$ cat config.mk
export PLATFORM = sky130hd
export DESIGN_NAME = bcd_result_display
export DESIGN_NICKNAME = d
export VERILOG_FILES = /design/src/rtl/bcd_result_display.sv
export SDC_FILE = /design/constraint.sdc
export NUM_CORES = 1
export LEC_CHECK = 0
export BUFFER_PORTS_ARGS = -buffer_cell sky130_fd_sc_hd__buf_2
export CAP_MARGIN = 10
export CELL_PAD_IN_SITES_DETAIL_PLACEMENT = 0
export CELL_PAD_IN_SITES_GLOBAL_PLACEMENT = 1
export CORE_MARGIN = 2
export CORE_UTILIZATION = 41
export CTS_CLUSTER_SIZE = 12
export DETAILED_ROUTE_END_ITERATION = 7
export GPL_TIMING_DRIVEN = 0
export PLACE_DENSITY = 0.87
export SYNTH_ARGS = -nofsm -noshare
export SYNTH_HDL_FRONTEND = slang
export SYNTH_SLANG_ARGS = --single-unit
$ cat constraint.sdc
create_clock -name clk -period 2.9 [get_ports clk]
set_input_delay 0.58 -clock clk [delete_from_list [all_inputs] [get_ports clk]]
set_output_delay 0.58 -clock clk [all_outputs]
set_load 0.1 [all_outputs]
$ cat src/rtl/bcd_result_display.sv
// Captures the BCD subtractor result, converts a borrowed result to its magnitude
// one digit per cycle, and drives a multiplexed common-anode 7-segment display.
module bcd_result_display #(
  parameter int unsigned SCAN_DIV = 50000,
  parameter bit          BLANK_LZ = 1'b1
) (
  input  logic        clk,
  input  logic        rst_n,
  input  logic        load,
  input  logic [15:0] diff,
  input  logic        bout,
  output logic [15:0] mag,
  output logic        neg,
  output logic        ready,
  output logic        err,
  output logic [3:0]  an,
  output logic [6:0]  seg
);

  localparam int unsigned CW = (SCAN_DIV > 1) ? $clog2(SCAN_DIV) : 1;

  localparam logic [6:0] SEG_BLANK = 7'b1111111;
  localparam logic [6:0] SEG_DASH  = 7'b0111111;

  typedef enum logic [1:0] {
    IDLE = 2'd0,
    CONV = 2'd1,
    DONE = 2'd2
  } state_t;

  state_t      state;
  logic [1:0]  k;
  logic        c;
  logic [15:0] cap_diff;
  logic        cap_bout;
  logic        cap_err;
  logic [15:0] work;

  logic        in_err;
  logic [3:0]  d_cur;
  logic [4:0]  t;
  logic [3:0]  r_dig;
  logic        c_nxt;
  logic [15:0] work_nxt;

  logic [CW-1:0] scan_cnt;
  logic [1:0]    idx;
  logic [3:0]    sel_dig;
  logic          lead_zero;
  logic [6:0]    seg_nxt;

  function automatic logic [6:0] seg_of(input logic [3:0] v);
    logic [6:0] s;
    case (v)
      4'd0:    s = 7'b1000000;
      4'd1:    s = 7'b1111001;
      4'd2:    s = 7'b0100100;
      4'd3:    s = 7'b0110000;
      4'd4:    s = 7'b0011001;
      4'd5:    s = 7'b0010010;
      4'd6:    s = 7'b0000010;
      4'd7:    s = 7'b1111000;
      4'd8:    s = 7'b0000000;
      4'd9:    s = 7'b0010000;
      default: s = SEG_BLANK;
    endcase
    return s;
  endfunction

  always_comb begin
    in_err = 1'b0;
    for (int unsigned i = 0; i < 4; i++) begin
      if (diff[4*i +: 4] > 4'd9) in_err = 1'b1;
    end
  end

  // Serial ten's-complement: each digit is 0 - d - borrow, folded back into 0..9.
  always_comb begin
    d_cur    = cap_diff[{k, 2'b00} +: 4];
    t        = 5'd0 - {1'b0, d_cur} - {4'b0000, c};
    r_dig    = d_cur;
    c_nxt    = c;
    if (cap_bout) begin
      if (t[4]) begin
        r_dig = t[3:0] + 4'd10;
        c_nxt = 1'b1;
      end else begin
        r_dig = t[3:0];
        c_nxt = 1'b0;
      end
    end
    work_nxt                  = work;
    work_nxt[{k, 2'b00} +: 4] = r_dig;
  end

  always_ff @(posedge clk or negedge rst_n) begin
    if (!rst_n) begin
      state    <= IDLE;
      k        <= '0;
      c        <= 1'b0;
      cap_diff <= '0;
      cap_bout <= 1'b0;
      cap_err  <= 1'b0;
      work     <= '0;
      mag      <= '0;
      neg      <= 1'b0;
      ready    <= 1'b0;
      err      <= 1'b0;
    end else if (load) begin
      // A load in any state, including mid-conversion, restarts from digit 0.
      cap_diff <= diff;
      cap_bout <= bout;
      cap_err  <= in_err;
      k        <= '0;
      c        <= 1'b0;
      ready    <= 1'b0;
      state    <= CONV;
    end else begin
      case (state)
        CONV: begin
          work <= work_nxt;
          c    <= c_nxt;
          k    <= k + 2'd1;
          if (k == 2'd3) begin
            mag   <= work_nxt;
            neg   <= cap_bout;
            err   <= cap_err;
            ready <= 1'b1;
            state <= DONE;
          end
        end
        DONE:    state <= DONE;
        default: state <= IDLE;
      endcase
    end
  end

  always_ff @(posedge clk or negedge rst_n) begin
    if (!rst_n) begin
      scan_cnt <= '0;
      idx      <= '0;
    end else if (scan_cnt == CW'(SCAN_DIV - 1)) begin
      scan_cnt <= '0;
      idx      <= idx + 2'd1;
    end else begin
      scan_cnt <= scan_cnt + 1'b1;
    end
  end

  always_comb begin
    sel_dig = mag[{idx, 2'b00} +: 4];
    case (idx)
      2'd1:    lead_zero = (mag[15:4] == 12'h000);
      2'd2:    lead_zero = (mag[15:8] == 8'h00);
      2'd3:    lead_zero = (mag[15:12] == 4'h0);
      default: lead_zero = 1'b0;
    endcase
    if (err)
      seg_nxt = SEG_DASH;
    else if (BLANK_LZ && lead_zero)
      seg_nxt = SEG_BLANK;
    else
      seg_nxt = seg_of(sel_dig);
  end

  always_ff @(posedge clk or negedge rst_n) begin
    if (!rst_n) begin
      an  <= 4'b1110;
      seg <= 7'b1000000;
    end else begin
      an  <= ~(4'b0001 << idx);
      seg <= seg_nxt;
    end
  end

endmodule
== Word-level counts from Yosys, hierarchy flattened ==
Memory sizes are Yosys's and may differ from the RTL's.
Cells that the tools add are included.
Cells by class
  reduce and logical (&&, ||, !) cells: 10
  bitwise logic cells: 2
  order comparisons: 4
  multiplexer cells: 23
  shift operators: 5
  add/subtract/negate cells: 7
  equal/unequal tests: 8
Operator list (number)
  $shiftx 16x5->4: 2
  $add 16x1->16 const B: 1
  $bwmux 16: 1
  $eq 16x16->1 const B: 1
  $gt 4x4->1 const B: 4
  $mux 16: 1
  $shift 4x6->16 const A: 1
  $shiftx 4x6->16: 1
  $mux 7: 2
  $logic_not 12->1: 1
  $mux 1: 11
  $eq 2x2->1 const B: 4
  $logic_not 8->1: 1
  $mux 2: 4
  $mux 4: 2
  $neg 4->6: 1
  $reduce_and 2->1: 3
  $reduce_bool 2->1: 3
  $sub 1x4->5 const A: 1
  $sub 5x1->5: 1
  $add 2x1->2 const B: 2
  $add 4x4->4 const B: 1
  $eq 2x1->1 const B: 2
  $logic_not 4->1: 1
  7 further kinds: 7
Word-level totals
  memories kept: 1
  input bits: 20
  word-level logic and storage cells: 75
  output and inout bits: 30
  flip-flop bits (word level): 87
  memory bits (read-only): 112
Memories
  (no name shown): depth 16, width 7, rd ports 1, clocked after memory_dff 0, wr ports 0, line 54  | case (v)

== Longest topological paths before layout ==
  depth after elaboration: 8
  gate-level depth with buffers: 13
  mapped depth without buffers: 12

== Worst setup path after synthesis ==
OpenSTA, ideal clock, no wires.
  path type: register -> register
  start: register k[0]
  end: register work[14]
  slack: 141 ps
  path buffers: 1
  setup time: 126 ps
  arrival time: 2633 ps
  required time: 2774 ps
  stages on the path, launching flop included: 14
  clock period less this slack: 2759 ps
  cell sequence: dfrtp_1 > buf_6 > mux4_1 > inv_1 > ha_1 > ha_1 > inv_1 > ha_1 > inv_1 > ha_1 > nand2b_1 > mux2_4 > nand2_2 > o21ai_0
Between the ends
  word-level cells in the longest chain between the ends: 8
  elaborated cells on any way between the ends: 10
  those cells by class: 4 x add/sub; 3 x shift; 3 x mux
RTL lines
  from (decl): line 32  | logic [1:0] k;
  from (signal assigned): line 123  | k <= k + 2'd1;
  $shiftx 16x5->4: line 79  | d_cur = cap_diff[{k, 2'b00} +: 4];
  $sub 1x4->5: line 80  | t = 5'd0 - {1'b0, d_cur} - {4'b0000, c};
  $sub 5x1->5: line 80
  $add 4x4->4: line 85  | r_dig = t[3:0] + 4'd10;
  $mux 4: line 84  | if (t[4]) begin
  $mux 4: line 83  | if (cap_bout) begin
  $shiftx 4x6->16: line 93  | work_nxt[{k, 2'b00} +: 4] = r_dig;
  $bwmux 16 (*): line 93
  to (signal assigned): line 121  | work <= work_nxt;
  to (decl): line 37  | logic [15:0] work;
Every way passes the cells marked *; elsewhere a longest branch is shown, timed or not.
A chain may end at the register's enable or synchronous reset.

== Worst setup path after layout ==
  start: register k[0]
  end: register work[2]
Same word-level chain as after synthesis.

==> results.txt <==
Port bufs -> 48
Multi-input logic area -> 0.002062 mm2
Ys async rst share -> 100.0%
Global-route wire length before repair -> 15.39 mm
Clock Skew -> 0.01743 ns
Leak -> 2.387 nW
GRT Util Overall -> 17.07%
Register area -> 0.002182 mm2
Worst EP required -> 3.13 ns
Pwr dens -> 1070 mW/mm2
Clk_lat worst skew -> 0.35 ns
DR pass1 iterations -> 4
Setup TNS -> 0 ns
Final GP Congestion -> 0.8430
Slew margin rel. -> 50.05%
FF+latch count, synth -> 87
CTS root buf -> clkbuf_8
Final Cycle Share -> 96.18%
Final core utilization -> 50.03%
Final wirelength -> 9.247 mm
Achievable Freq -> 358.5 MHz
Syn Std Cell Area -> 0.004360 mm2
Fillers -> 956
Tot Pwr -> 5.527 mW
Drt wl/cell -> 14.84 um
ANT cells -> 0
Final Hold Slack -> 0.1296 ns
Reg2Reg Setup Slack -> 0.11 ns
Num rows -> 37
Worst Setup Start Kind -> flop
Net Sw Power -> 2.643 mW
Worst setup EP type -> flop
Vias -> 3266
Crit Path Class -> flop to flop
Post-Layout Inst Area -> 0.005165 mm2
Avg Inst Size Synth -> 10.43 um2
Pin count of the biggest net entering global routing -> 64
EDFF count, synth -> 0
VDD IR max -> 0.7969 mV
Fin. Hold Viols -> 0
Most used DFF post-synth -> dfrtp_1
Area share of the largest cell type after synthesis -> 47.63%
Status -> finished, final reports clean
Clock slew at reported path FFs -> 0.10 ns
Unique masters post-synth -> 49
Die Width -> 107.1 um
Initial antenna violation count -> 0
Final worst slack -> 0.1108 ns
Die span in y -> 107.1 um
Number of global-route vias before repair -> 3179
Initial drt markers -> 170
Die area -> 0.01148 mm2
Cell count after synthesis -> 418
Hold buffers post-CTS -> 0
Post-Layout Cell Count -> 623
# IOs -> 50
Syn Nets -> 463
Final ANT Viol Nets -> 0
HPWL Detailed -> 6.867 mm
Initial Utilization -> 42.24%
Clock network power share -> 18.7%
Post-Place Cell Area -> 0.004801 mm2
Fin crit period -> 2.789 ns
Sequential power share -> 29.3%
Share of layout cells above drive strength 1 -> 24.85%
CTS tree -> done
Total CTS buffers -> 9
Dominant cells by area after synthesis -> dfrtp_1, ha_1, mux2_2, o21ai_0, nand2_1
Pre-CTS setup slack -> -0.2833 ns
Comb pwr share -> 52.0%
R2r worst-path depth -> 13
Reg2reg start -> k[0]$_DFFE_PN0N_
Area Overhead vs Synth -> 18.45%
Placed insts -> 603
Max Slew Vio Count -> 0
Worst Path Arrival -> 3.02 ns
Yosys warns -> 0
Yosys top cell by area -> dfrtp_1
Hold Path Class -> input pin to asynchronous set/reset pin
# nets final -> 527
DRC violations left -> 0
Sw frac -> 47.82%
Vias per inst -> 5.242
Crit path max fanout -> 5
Sink Count -> 87
Reg2Reg Capture Point -> work[2]$_DFFE_PN0P_
Seq/Total Area, Yosys -> 50.04%
Cell Int Power -> 2.884 mW
Final setup fails -> 0
H-tree depth -> 3
CORE AREA -> 0.01032 mm2
Worst-margin pin slew -> 0.7389 ns
CTS Buffer Depth -> 2
Max Cap Violations -> 0
Congestion Overflow GR -> 0
[metal layers]
layer	vias to the layer above	global-route usage, %	share of wire [%]
li1	1572	-	-
met1	1575	23.14	47
met2	100	27.03	45
met3	19	4.073	5.7
met4	0	5.473	1.9
met5	-	0	0
[state kept, by name (all words and copies together) (netlist names), 2 cells and up]
name      cells
idx           2
mag          16
an            4
cap_diff     16
k             2
seg           7
state         2
scan_cnt     16
work         16
[worst max-delay path, cell delays in order (launching register included)]
cell and delay [ns]:
dfrtp_1 0.38, buf_6 0.14, mux4_2 0.51, inv_2 0.11
ha_4 0.14, ha_4 0.14, inv_2 0.04, ha_4 0.26
inv_1 0.04, ha_2 0.23, nand2b_1 0.13, mux2_4 0.31
nand2_2 0.12, o21ai_0 0.11
[how the worst max path moves through the flow]
| stage | start | end | slack (ns) | cells after the start |
|---|---|---|---|---|
| 6_report | k[0]$_DFFE_PN0N_ | work[2]$_DFFE_PN0P_ | 0.11 | 13 |
| 5_1_grt | k[0]$_DFFE_PN0N_ | work[15]$_DFFE_PN0P_ | -0.006 | 13 |
| 4_1_cts | k[0]$_DFFE_PN0N_ | work[11]$_DFFE_PN0P_ | -0.003 | 13 |
| 3_5_place_dp | k[0]$_DFFE_PN0N_ | work[11]$_DFFE_PN0P_ | -0.28 | 13 |
| 3_3_place_gp | k[0]$_DFFE_PN0N_ | mag[3]$_DFFE_PN0P_ | -0.19 | 13 |
| 2_1_floorplan | k[0]$_DFFE_PN0N_ | work[14]$_DFFE_PN0P_ | 0.14 | 13 |
[power groups by stage]
stage	registers [mW]	logic [mW]	clock network, mW
floorplan	2.50	1.20	0
global placement	1.62	2.58	0
detailed placement	1.63	2.65	0
CTS	1.62	2.78	1.06
global route	1.65	3.08	1.11
finish	1.62	2.88	1.03
[synth_stat cells (8+ instances only)]
cell,number
a21oi_1,28
and3_1,9
clkbuf_1,8
dfrtp_1,83
ha_1,25
inv_1,29
mux2_2,18
nand2_1,46
nand3_1,9
nor2_1,35
o21ai_0,39
xnor2_1,10
[logic make-up (layout without fill, tap and decap cells)]
| group | Yosys count | in the layout | share of synthesized area [%] |
|---|---|---|---|
| compound gates | 84 | 84 | 11.10 |
| xor+xnor | 18 | 18 | 3.788 |
| fa+ha+maj | 25 | 25 | 7.174 |
| buf+inv | 45 | 114 | 4.247 |
| flops | 87 | 87 | 50.04 |
| mux | 30 | 30 | 9.699 |
| simple gates | 129 | 129 | 13.95 |
[timing repair]
action / 4_1_cts / 5_1_grt
pin swaps: 3 / 5
setup buffers: 3 / 2
setup endpoints to repair: 24 / 24
gates cloned: 0 / 0
resized for setup: 16 / 6
[final cells by class]
class | instances | share of cell area (%)
Multi-Input combinational cell | 286 | 39.92
Tap cell | 136 | 3.295
Buffer | 15 | 1.405
Sequential cell | 87 | 42.25
Timing Repair Buffer | 54 | 6.202
Inverter | 29 | 2.108
Clock buffer | 9 | 2.398
Clock inverter | 7 | 2.422
[cell usage in the layout (no fill, tap or decap), drive strengths merged, types with 3 or more instances in the layout]
| master | n |
|---|---|
| mux2 | 19 |
| nand2 | 47 |
| and3 | 10 |
| clkbuf | 17 |
| a221oi | 4 |
| a21oi | 29 |
| dfstp | 4 |
| dfrtp | 83 |
| o21ai | 39 |
| xnor2 | 11 |
| inv | 32 |
| mux2i | 4 |
| ha | 25 |
| buf | 61 |
| and4 | 3 |
| nor2 | 35 |
| xor2 | 7 |
| mux4 | 7 |
| nor3 | 3 |
| nand3 | 9 |
| a211oi | 3 |
| bufinv | 3 |
| nor4 | 5 |
| nand4 | 3 |
Note: power is estimated with default switching activity, not from simulation.
